### src/rtl/cnt_vote_chk_pkg.sv
// Shared types and constants for the three-lane counter vote checker.
// The optional idle watchdog is enabled by defining CNT_VOTE_CHK_TIMEOUT_EN.
package cnt_vote_chk_pkg;

  typedef enum logic [1:0] {
    ACQ   = 2'd0,
    LOCK  = 2'd1,
    FAULT = 2'd2
  } state_e;

  localparam int LANE_A = 0;
  localparam int LANE_B = 1;
  localparam int LANE_C = 2;

  localparam int DEF_WIDTH  = 5;
  localparam int DEF_ERR_W  = 8;
  localparam int DEF_SYNC_N = 2;

  // Saturating increment used by the error counter.
  function automatic logic [31:0] sat_inc(input logic [31:0] val, input logic [31:0] max_val);
    logic [31:0] res;
    if (val >= max_val) begin
      res = max_val;
    end else begin
      res = val + 32'd1;
    end
    return res;
  endfunction

endpackage

### src/rtl/cnt_vote_chk_maj3_vote.sv
// Bitwise two-of-three majority over the lanes plus the per-lane disagreement mask.
module maj3_vote
  import cnt_vote_chk_pkg::*;
#(
  parameter int WIDTH = DEF_WIDTH
) (
  input  logic [WIDTH-1:0] a,
  input  logic [WIDTH-1:0] b,
  input  logic [WIDTH-1:0] c,
  output logic [WIDTH-1:0] vote,
  output logic [2:0]       lane_bad
);

  // Majority and per-lane disagreement against the majority.
  always_comb begin
    vote             = (a & b) | (a & c) | (b & c);
    lane_bad         = 3'b000;
    lane_bad[LANE_A] = (a != vote);
    lane_bad[LANE_B] = (b != vote);
    lane_bad[LANE_C] = (c != vote);
  end

endmodule

### config.mk
export PLATFORM = sky130hd
export DESIGN_NAME = maj3_vote
export DESIGN_NICKNAME = d
export VERILOG_FILES = /design/src/rtl/cnt_vote_chk_pkg.sv /design/src/rtl/cnt_vote_chk_maj3_vote.sv
export SDC_FILE = /design/constraint.sdc
export NUM_CORES = 1
export LEC_CHECK = 0
export ABC_AREA = 1
export BUFFER_PORTS_ARGS = -buffer_cell sky130_fd_sc_hd__clkbuf_2
export CAP_MARGIN = 20
export CORE_AREA = 2 2 39 41
export DETAILED_ROUTE_END_ITERATION = 8
export DIE_AREA = 0 0 41 43
export PLACE_DENSITY = 0.67
export SLEW_MARGIN = 5
export SYNTH_ARGS = -nofsm -noshare
export SYNTH_HDL_FRONTEND = slang
export SYNTH_SLANG_ARGS = --single-unit
### constraint.sdc
create_clock -name vclk -period 0.8
set_input_delay 0.08 -clock vclk [all_inputs]
set_output_delay 0.08 -clock vclk [all_outputs]
set_load 0.005 [all_outputs]
; Word level (Yosys, flattened, before mapping)
; Cells that the tools add are included.
[totals]
ff_bits = 0
inputBits = 15
word_cells = 8
[classes]
n_eq_ne = 3
bitwise_logic = 5
[op_table]
columns = cell, count
row1 = 5-bit AND, 3
row2 = 5-bit != test, 3
row3 = 5-bit OR, 2

; Longest topological paths before layout
[depth]
ltp_word = 4
mapped_depth = 5

; Least setup slack after synthesis
; Ideal clock, no wire load.
[synth_timing]
path_type = input to output
from = input b[2]
to = output lane_bad[1]
arrival_time_ns = 0.415
required_ns = 0.720
path_slack_ns = 0.305
stages = 5
n_path_buf = 0
path_cell_list = inv_1 nand3_1 nand2_1 nor2_1 nand3_1
[synth_between]
elab_chain_len = 4
elab_cells_between_ends = 5
classes_between = eq/ne: 1 / bitwise: 4
[synth_rtl]
columns = element, line
row1 = from (decl), cnt_vote_chk_maj3_vote.sv:8  ; input logic [WIDTH-1:0] b,
row2 = 5-bit AND, cnt_vote_chk_maj3_vote.sv:16  ; vote = (a & b) | (a & c) | (b & c);
row3 = 5-bit OR (2 in a row), cnt_vote_chk_maj3_vote.sv:16
row4 = 5-bit != test (*), cnt_vote_chk_maj3_vote.sv:19  ; lane_bad[LANE_B] = (b != vote);
row5 = to (decl), cnt_vote_chk_maj3_vote.sv:11  ; output logic [2:0] lane_bad
; Mark *: on every way between the ends. The rest lies on a longest branch, timed or not.

; Worst setup path after layout
[layout_timing]
from = input b[4]
to = output lane_bad[2]
[layout_between]
elab_chain_len = 4
elab_cells_between_ends = 5
classes_between = eq/ne: 1 / bitwise: 4
[layout_rtl]
columns = element, line
row1 = 5-bit AND, cnt_vote_chk_maj3_vote.sv:16
row2 = 5-bit OR, cnt_vote_chk_maj3_vote.sv:16
row3 = 5-bit OR (*), cnt_vote_chk_maj3_vote.sv:16
row4 = 5-bit != test (*), cnt_vote_chk_maj3_vote.sv:20  ; lane_bad[LANE_C] = (c != vote);
; Marked as above.

==> results.json <==
{
  "path_max_fanout": 4,
  "clock.fmax_mhz": 1280,
  "die_area_sq_um": 1760,
  "worstSetupEndpointType": "output pin",
  "synth_xor_area_frac": 0,
  "track_usage": 0.112,
  "die_x_um": 41,
  "drt-pass1-iter-count": 4,
  "synth_warnings": 0,
  "rows": 14,
  "layout-drive-gt1-share": 0.490,
  "setup_violations": 0,
  "syn_area_sq_um": 354,
  "critPathCapture": "lane_bad[2]",
  "post_cts_buffers": 0,
  "io_pins": 23,
  "yosys-top-cells-area": "nand3_1, inv_1, nand2_1",
  "first_iter_violations": 5,
  "slew_violations": 0,
  "grt_pass1_wl_mm": 1.51,
  "nClkBuffers": 0,
  "avgSynthCellArea_sq_um": 4.37,
  "hp-class": "primary input to output pin",
  "mostFrequentLayoutCells": "nand3_1, nand2_1, inv_2, nand3_2",
  "num_antenna_cells": 0,
  "hold_viol": 0,
  "cp.arrival_ns": 0.70,
  "power.internal_mw": 0.156,
  "dp_slack_ns": -0.00157,
  "ys_types": 7,
  "pwr-share-comb": 1.000,
  "grt-ovfl-total": 0,
  "port_buffers": 23,
  "p_switching_mw": 0.180,
  "synth_top_area_cell": "nand3_1",
  "switching_share": 0.536,
  "seq_cells": 0,
  "regArea_sq_um": 0,
  "design_area_sq_um": 629,
  "wl_mm": 1.15,
  "peakVddDrop_mv": 0.194,
  "final_common_cell": "nand3_1",
  "pwr-share-clk": 0,
  "syn_inst": 81,
  "gp_congestion": 0.698,
  "die_height_um": 43,
  "min_period_ns": 0.780,
  "synth_compound_area_frac": 0.141,
  "place_area_sq_um": 489,
  "initial_core_util": 0.256,
  "crit_start": "b[4]",
  "synth_top_family_by_area": "simple AND/OR/NAND/NOR gates",
  "num_vias": 601,
  "synthMuxAreaShare": 0,
  "drc": 0,
  "hpwl_um": 862,
  "grt_max_degree": 8,
  "drt-wirelength-per-cell_um": 9.62,
  "fin_ws_ns": 0.0204,
  "syn-num-nets": 96,
  "viasPerCell": 5.01,
  "p_per_area_nw_per_um2": 534,
  "status": "finished clean",
  "worstMarginPinSlew_ns": 0.206,
  "finalCritPeriodShare": 0.974,
  "synthAdderAreaFrac": 0,
  "area_growth_pct": 77.7,
  "seq_area_frac_synth": 0,
  "path_class": "primary input to output pin",
  "p_total_mw": 0.336,
  "postRouteAntennaNets": 0,
  "antenna_found_initial": 0,
  "critical_path_required_ns": 0.72,
  "final_nets": 121,
  "maxCapViolations": 0,
  "stdcell_count": 120,
  "finalSetupTns_ns": 0,
  "leakage_nw": 0.348,
  "synth-simple-area-share": 0.678,
  "coreArea_sq_um": 1380,
  "dp.cells": 120,
  "maxSlewHeadroom": 0.861,
  "hold_ws_ns": 0.479,
  "post-route-util": 0.455,
  "grt_pass1_vias": 420,
  "pwr-share-seq": 0,
  "synth_top_area_share": 0.396,
  "crit_path_start_kind": "primary input"
}
logic make-up after synthesis:
group                  Yosys count
AND/OR/NAND/NOR                 54
buffers and inverters           17
AO/OA/AOI/OAI                   10
synth_stat cells (all sizes together):
master / number
a21oi: 1
nor3: 2
nand2: 15
nand3: 28
inv: 17
o21ai: 9
nor2: 9
critical path, stage by stage:
cell and delay, ns:
buf_4 0.11, inv_2 0.05, nand3_2 0.06, nand2_1 0.05
nor2_1 0.13, nand3_1 0.09, buf_2 0.13
power groups by stage:
stage                     Sequential (mW)  Clock [mW]  Combinational (mW)
after global routing                    0           0               0.374
after CTS                               0           0               0.251
final                                   0           0               0.336
after floorplan                         0           0               0.125
after global placement                  0           0               0.242
after detailed placement                0           0               0.248
layout make-up:
cell class	instances	area [sq um]
Timing Repair Buffer	23	183
Inverter	17	68.8
Multi-Input combinational cell	64	358
Fill cell	151	754
Tap cell	16	20.0
routing by layer:
| layer | track usage | routed length (um) | vias to the layer above | part of all wire |
|---|---|---|---|---|
| li1 | - | - | 312 | - |
| met1 | 0.155 | 498 | 272 | 0.43 |
| met2 | 0.194 | 585 | 17 | 0.51 |
| met3 | 0.00524 | 70 | 0 | 0.061 |
| met4 | 0 | 0 | 0 | 0 |
| met5 | 0 | 0 | - | 0 |
worst min-delay path by stage:
stage	from	slack (ns)	endpoint	cells after the start
final	b[1]	0.48	vote[1]	4
after global routing	b[1]	0.51	vote[1]	4
after CTS	c[1]	0.50	vote[1]	4
after detailed placement	c[1]	0.50	vote[1]	4
after global placement	c[1]	0.50	vote[1]	4
after floorplan	b[1]	0.26	vote[1]	2
what timing repair did:
action | 4_1_cts | 5_1_grt
cloned | 0 | 0
pin swaps | 0 | 13
hold buffers | 0 | 0
endpoints found under the setup margin | 2 | 3
gates resized for setup | 3 | 71
No activity file was read; power rests on OpenSTA's default activity.
